File: src/rtl/mc_control.sv
// Multi-cycle RISC-V style controller: sequences fetch, decode, execute, memory and writeback.
// Optional feature: define MC_ILLEGAL_TRAP_EN to trap on unknown opcodes instead of treating them as NOPs.
module mc_control (
    input  logic        clk,
    input  logic        rst_n,
    input  logic [31:0] mem_rdata,
    input  logic        mem_ready,
    input  logic [31:0] alu_result,
    output logic        mem_req,
    output logic        mem_we,
    output logic        adr_src,
    output logic        ir_write,
    output logic        pc_write,
    output logic        reg_write,
    output logic [1:0]  alu_control,
    output logic [2:0]  alu_funct3,
    output logic [1:0]  alu_src_a,
    output logic [1:0]  alu_src_b,
    output logic [1:0]  result_src,
    output logic        illegal_instr
);

    localparam logic [6:0] OP_R      = 7'b0110011;
    localparam logic [6:0] OP_I      = 7'b0010011;
    localparam logic [6:0] OP_LOAD   = 7'b0000011;
    localparam logic [6:0] OP_STORE  = 7'b0100011;
    localparam logic [6:0] OP_BRANCH = 7'b1100011;
    localparam logic [6:0] OP_JAL    = 7'b1101111;

    typedef enum logic [3:0] {
        FETCH, DECODE, EXEC_R, EXEC_I, MEM_ADDR, MEM_READ, MEM_WB,
        MEM_WRITE, ALU_WB, BRANCH, JAL
`ifdef MC_ILLEGAL_TRAP_EN
        , TRAP
`endif
    } state_t;

    state_t      state_reg, state_next;
    logic [6:0]  opcode_reg;
    logic [2:0]  funct3_reg;
    logic        bit30_reg;
    logic        latch_en;
    logic        zero;

    // Only opcode, funct3 and bit 30 steer the controller.
    wire unused_rdata = &{1'b0, mem_rdata[31], mem_rdata[29:15], mem_rdata[11:7]};

    assign zero     = (alu_result == 32'd0);
    assign latch_en = (state_reg == FETCH) && mem_ready;

    always_ff @(posedge clk or negedge rst_n) begin
        if (!rst_n) begin
            state_reg  <= FETCH;
            opcode_reg <= 7'd0;
            funct3_reg <= 3'd0;
            bit30_reg  <= 1'b0;
        end else begin
            state_reg <= state_next;
            if (latch_en) begin
                opcode_reg <= mem_rdata[6:0];
                funct3_reg <= mem_rdata[14:12];
                bit30_reg  <= mem_rdata[30];
            end
        end
    end

`ifdef MC_ILLEGAL_TRAP_EN
    logic illegal_reg;

    always_ff @(posedge clk or negedge rst_n) begin
        if (!rst_n) begin
            illegal_reg <= 1'b0;
        end else if (state_next == TRAP) begin
            illegal_reg <= 1'b1;
        end
    end

    assign illegal_instr = illegal_reg;
`else
    assign illegal_instr = 1'b0;
`endif

    always_comb begin
        state_next  = state_reg;
        mem_req     = 1'b0;
        mem_we      = 1'b0;
        adr_src     = 1'b0;
        ir_write    = 1'b0;
        pc_write    = 1'b0;
        reg_write   = 1'b0;
        alu_control = 2'b00;
        alu_funct3  = 3'b000;
        alu_src_a   = 2'b00;
        alu_src_b   = 2'b00;
        result_src  = 2'b00;

        case (state_reg)
            FETCH: begin
                mem_req    = 1'b1;
                alu_src_b  = 2'b10;
                result_src = 2'b10;
                if (mem_ready) begin
                    ir_write   = 1'b1;
                    pc_write   = 1'b1;
                    state_next = DECODE;
                end
            end
            DECODE: begin
                // Precompute the branch/jump target PC+imm into ALUOut.
                alu_src_a = 2'b01;
                alu_src_b = 2'b01;
                case (opcode_reg)
                    OP_R:               state_next = EXEC_R;
                    OP_I:               state_next = EXEC_I;
                    OP_LOAD, OP_STORE:  state_next = MEM_ADDR;
                    OP_BRANCH:          state_next = BRANCH;
                    OP_JAL:             state_next = JAL;
`ifdef MC_ILLEGAL_TRAP_EN
                    default:            state_next = TRAP;
`else
                    default:            state_next = FETCH;
`endif
                endcase
            end
            EXEC_R: begin
                alu_src_a   = 2'b10;
                alu_funct3  = funct3_reg;
                alu_control = bit30_reg ? 2'b11 : 2'b01;
                state_next  = ALU_WB;
            end
            EXEC_I: begin
                alu_src_a  = 2'b10;
                alu_src_b  = 2'b01;
                alu_funct3 = funct3_reg;
                // slti/sltiu and srai need the subtract/arith flavour of the ALU.
                if ((funct3_reg == 3'b010) || (funct3_reg == 3'b011) ||
                    ((funct3_reg == 3'b101) && bit30_reg)) begin
                    alu_control = 2'b11;
                end else begin
                    alu_control = 2'b01;
                end
                state_next = ALU_WB;
            end
            ALU_WB: begin
                reg_write  = 1'b1;
                state_next = FETCH;
            end
            MEM_ADDR: begin
                alu_src_a  = 2'b10;
                alu_src_b  = 2'b01;
                state_next = (opcode_reg == OP_LOAD) ? MEM_READ : MEM_WRITE;
            end
            MEM_READ: begin
                mem_req = 1'b1;
                adr_src = 1'b1;
                if (mem_ready) state_next = MEM_WB;
            end
            MEM_WB: begin
                reg_write  = 1'b1;
                result_src = 2'b01;
                state_next = FETCH;
            end
            MEM_WRITE: begin
                mem_req = 1'b1;
                mem_we  = 1'b1;
                adr_src = 1'b1;
                if (mem_ready) state_next = FETCH;
            end
            BRANCH: begin
                alu_src_a   = 2'b10;
                alu_control = 2'b11;
                pc_write    = ((funct3_reg == 3'b000) && zero) ||
                              ((funct3_reg == 3'b001) && !zero);
                state_next  = FETCH;
            end
            JAL: begin
                // ALUOut still holds the target; the ALU forms oldPC+4 for the link.
                pc_write   = 1'b1;
                alu_src_a  = 2'b01;
                alu_src_b  = 2'b10;
                state_next = ALU_WB;
            end
            default: begin
                state_next = state_reg;
            end
        endcase

        // Outputs stay quiet for the whole time reset is held, dropping any request in flight.
        if (!rst_n) begin
            mem_req     = 1'b0;
            mem_we      = 1'b0;
            adr_src     = 1'b0;
            ir_write    = 1'b0;
            pc_write    = 1'b0;
            reg_write   = 1'b0;
            alu_control = 2'b00;
            alu_funct3  = 3'b000;
            alu_src_a   = 2'b00;
            alu_src_b   = 2'b00;
            result_src  = 2'b00;
        end
    end

endmodule

File: config.mk
export PLATFORM = sky130hd
export DESIGN_NAME = mc_control
export DESIGN_NICKNAME = d
export VERILOG_FILES = /design/src/rtl/mc_control.sv
export SDC_FILE = /design/constraint.sdc
export NUM_CORES = 1
export LEC_CHECK = 0
export ABC_AREA = 1
export BUFFER_PORTS_ARGS = -buffer_cell sky130_fd_sc_hd__buf_2
export CAP_MARGIN = 20
export CORE_MARGIN = 2
export CORE_UTILIZATION = 44
export CTS_BUF_LIST = sky130_fd_sc_hd__clkbuf_4 sky130_fd_sc_hd__clkbuf_8
export CTS_CLUSTER_SIZE = 8
export DETAILED_ROUTE_END_ITERATION = 12
export PLACE_DENSITY = 0.88
export SLEW_MARGIN = 20
export SYNTH_ARGS = -nofsm -noshare
export SYNTH_HDL_FRONTEND = slang
export SYNTH_SLANG_ARGS = --single-unit
File: constraint.sdc
create_clock -name clk -period 3.7 [get_ports clk]
set_input_delay 0.74 -clock clk [delete_from_list [all_inputs] [get_ports clk]]
set_output_delay 0.74 -clock clk [all_outputs]
set_load 0.03 [all_outputs]
==> results <==
- The path type of the worst min-delay path is in -> async.
- The count of nets left with antenna violations once routing finished came out at 0.
- In the final routed layout, each cell accounts on average for 10.1 um.
- The die is 54.1 um tall.
- During I/O placement, the number of pins put on the boundary was 85.
- The critical path in this run is classified as in -> out.
- The global placement routability congestion is 0.877.
- Max-cap violations in this run came to 0.
- Setup repair after global routing left no endpoint under its margin.
- For the final routed database, the setup TNS stands at 0 ns.
- The final layout net count is just under 300.
- The number of setup buffers added after CTS is 0.
- After clock tree synthesis, the repair step resized 0 gates.
- The clock arrives with just under 0.005 ns of skew.
- The most used flip-flop cell after synthesis is dfrtp_1.
- The highest achievable clock rate is roughly 0.38 GHz.
- The final hold slack is ~0.36 ns.
- The flip-flop and latch count after synthesis is 15.
- In the synthesized netlist, the cells that appear most often are nor2_1, nand2_1, a21oi_1.
- The fraction of registers with async set/reset is 100%.
- After synthesis, the cell types taking the most area are dfrtp_1, nor2_1, nand2_1.
- The floorplan die width is 54.1 um.
- The number of buffer cells added on primary ports is just over 60.
- The clock slew seen by the registers of the worst setup and hold paths is about 0.09 ns.
- In the synthesized netlist, the number of instances is 164.
- In this run the power density over the cells is roughly 700 mW/mm^2.
- Detailed routing inserted a total of 1252 vias.
- Along the worst path, the maximum fanout reaches 17.
- The synthesized netlist contains 25 unique library cells.
- The flip-flop count of the largest register after layout is 7.
- The layout cell share with drive strength beyond 1 is between 30% and 40%.
- The number of antenna violations at the first check in global routing came to 0.
- The fill cell instance count of the final layout is ~230.
- The total core area is between 0.002 and 0.0025 sq mm.
- The part of the power in registers is between 30% and 40%.
- The number of antenna cells inserted is 0.
- The H-tree depth is 1.
- The clock tree buffer depth is 2.
- The via count of the first global-routing pass is between 1000 and 1500.
- The number of flops mapped to enable cells by yosys is 0.
- The startpoint type of the worst setup path is a primary input.
- In this run the power spent charging and discharging nets is 522 uW.
- The smallest clock period supported by the final layout is computed as roughly 2.6 ns.
- The number of remaining DRC errors is 0.
- The count of final hold-check violations is 0.
- The share of total power dissipated in combinational logic is roughly three fifths.
- Across the VDD grid, the largest voltage drop is between 0.5 and 0.6 mV.
- The TritonCTS clock tree is done.
- The portion of the post-synthesis area used by sequential elements is 34.1%.
- The number of clock sinks is 15.
- For this configuration, the core starts out at a cell density of a little under half.
- The ratio of final minimum period to clock period is around 71%.
- The HPWL after detailed placement is 2110 um.
- The leakage power total is slightly below 0.8 nW.
- The first-pass detailed-route iteration total is 4.
- Summed over its instances, the top area cell type makes up around a third of the synthesized netlist area.
- The clock network burns 9.7% of the power.
- The floorplan has 18 rows.
- The most frequent cell after synthesis is nor2_1.
- The tree is rooted in a clkbuf_4.
- After detailed routing, the number of vias per cell comes to 4.87.
- The mean cell area of the mapped netlist is 6.72 sq um.
- The post-cts hold buffer count is 0.
- The first routing iteration left 30 violations.
- The internal portion of the total power is slightly below 500 uW.
- The critical path required time is 2.96 ns.
- The number of nets handed over by synthesis was 231.
- The flow ran to the end, and the final reports show no timing, DRC or antenna violations.
- For the worst-skew pair, the clock arrives at the later sink with an insertion delay of 0.28 ns.
- The number of pins exceeding their max-slew limit in the final report was 0.
- Setup violations remaining at the end of the flow were counted as 0.
- The worst setup path is captured at an output pin.
- The arrival time at the worst endpoint is 1.90 ns.
- Yosys printed 0 warnings.
- The floorplan step defined a die boundary enclosing a little under 0.003 sq mm.
- Of all cell types, the one taking the most synthesized area is dfrtp_1.
- Net switching is about half of the power.
- Global routing finished with a remaining overflow of 0.
- The clock buffer count from CTS is 3.
- The layout overhead on the synthesized area is 32.8%.
- The synthesized netlist occupies a cell area of approximately 0.0011 sq mm.
- For this run, the total global-route usage over all layers was measured as a little under a fifth.
- The first global-routing pass estimated 3980 um of wire.
- Entering global routing, the biggest net connects 20 pins.
- The routed wire length is approximately 2600 um.
cells by family (layout without fill, tap and decap cells):
group	count (synthesis)	count (layout)	synth area share, %
and+or+nand+nor	94	94	38.5
AOI/OAI and AO/OA	28	28	14.4
buffers and inverters	21	84	7.60
DFF	15	15	34.1
muxes	5	5	5.11
other	1	1	0.340
power groups by stage:
| stage | logic [mW] | clock network (mW) | registers [mW] |
|---|---|---|---|
| 5_1_grt | 0.666 | 0.109 | 0.330 |
| 4_1_cts | 0.604 | 0.103 | 0.316 |
| 3_3_place_gp | 0.588 | 0 | 0.316 |
| 3_5_place_dp | 0.600 | 0 | 0.320 |
| 6_report | 0.600 | 0.0989 | 0.316 |
| 2_1_floorplan | 0.467 | 0 | 0.304 |
critical path, cell delays in order:
cell      delay, ns
buf_2          0.31
inv_1          0.29
o21ai_2        0.21
o21bai_1       0.13
buf_2          0.22
final cells by class:
| type | count | area (sq um) | area share, % |
|---|---|---|---|
| Tap cell | 30 | 37.5 | 2.56 |
| Sequential cell | 15 | 375 | 25.6 |
| Inverter | 18 | 67.6 | 4.62 |
| Multi-Input combinational cell | 128 | 643 | 43.9 |
| Clock buffer | 4 | 30.0 | 2.05 |
| Timing Repair Buffer | 62 | 310 | 21.2 |
worst paths after layout:
check	end	cells after the start	slack [ns]	start
max	alu_src_a[1]	5	1.06	rst_n
min	state_reg[3]$_DFFE_PN0P_	1	0.36	rst_n
max reg2reg	bit30_reg$_DFFE_PN0P_	3	2.26	state_reg[3]$_DFFE_PN0P_
min reg2reg	opcode_reg[1]$_DFFE_PN0P_	1	0.50	opcode_reg[1]$_DFFE_PN0P_
max in group asynchronous	opcode_reg[2]$_DFFE_PN0P_	1	3.08	rst_n
min in group clk	opcode_reg[1]$_DFFE_PN0P_	1	0.50	opcode_reg[1]$_DFFE_PN0P_
stage by stage:
stage	power [mW]	cells	setup WS, ns	area (sq um)	util (%)
after global routing	1.10	257	0.889	1460	60.2
after floorplan	0.772	164	1.25	1100	-
after CTS	1.02	257	1.03	1460	60.2
after detailed placement	0.919	253	1.04	1430	59.0
final	1.01	257	1.06	1460	60.2
after global placement	0.904	253	1.07	1430	59.0
layer usage:
layer	vias to the layer above	share of wire, %	global-route usage, %	wire, um
met1	533	43	21.4	1120
met5	-	0	0	0
li1	655	-	-	-
met4	0	1.3	8.75	35
met2	60	46	35.0	1190
met3	4	9.8	2.78	254
cells in the final DEF (no fill, tap or decap), types with 3 or more instances in the layout:
cell       n
dfrtp_1   15
inv_2      3
nand3_1   10
nand2_1   32
clkbuf_4   4
mux2_1     5
nor2_4     3
nor2_1    40
inv_1     15
buf_2     62
nor2_2     3
o21ai_0    3
a21oi_1   16
(Power assumes the default switching activity.)
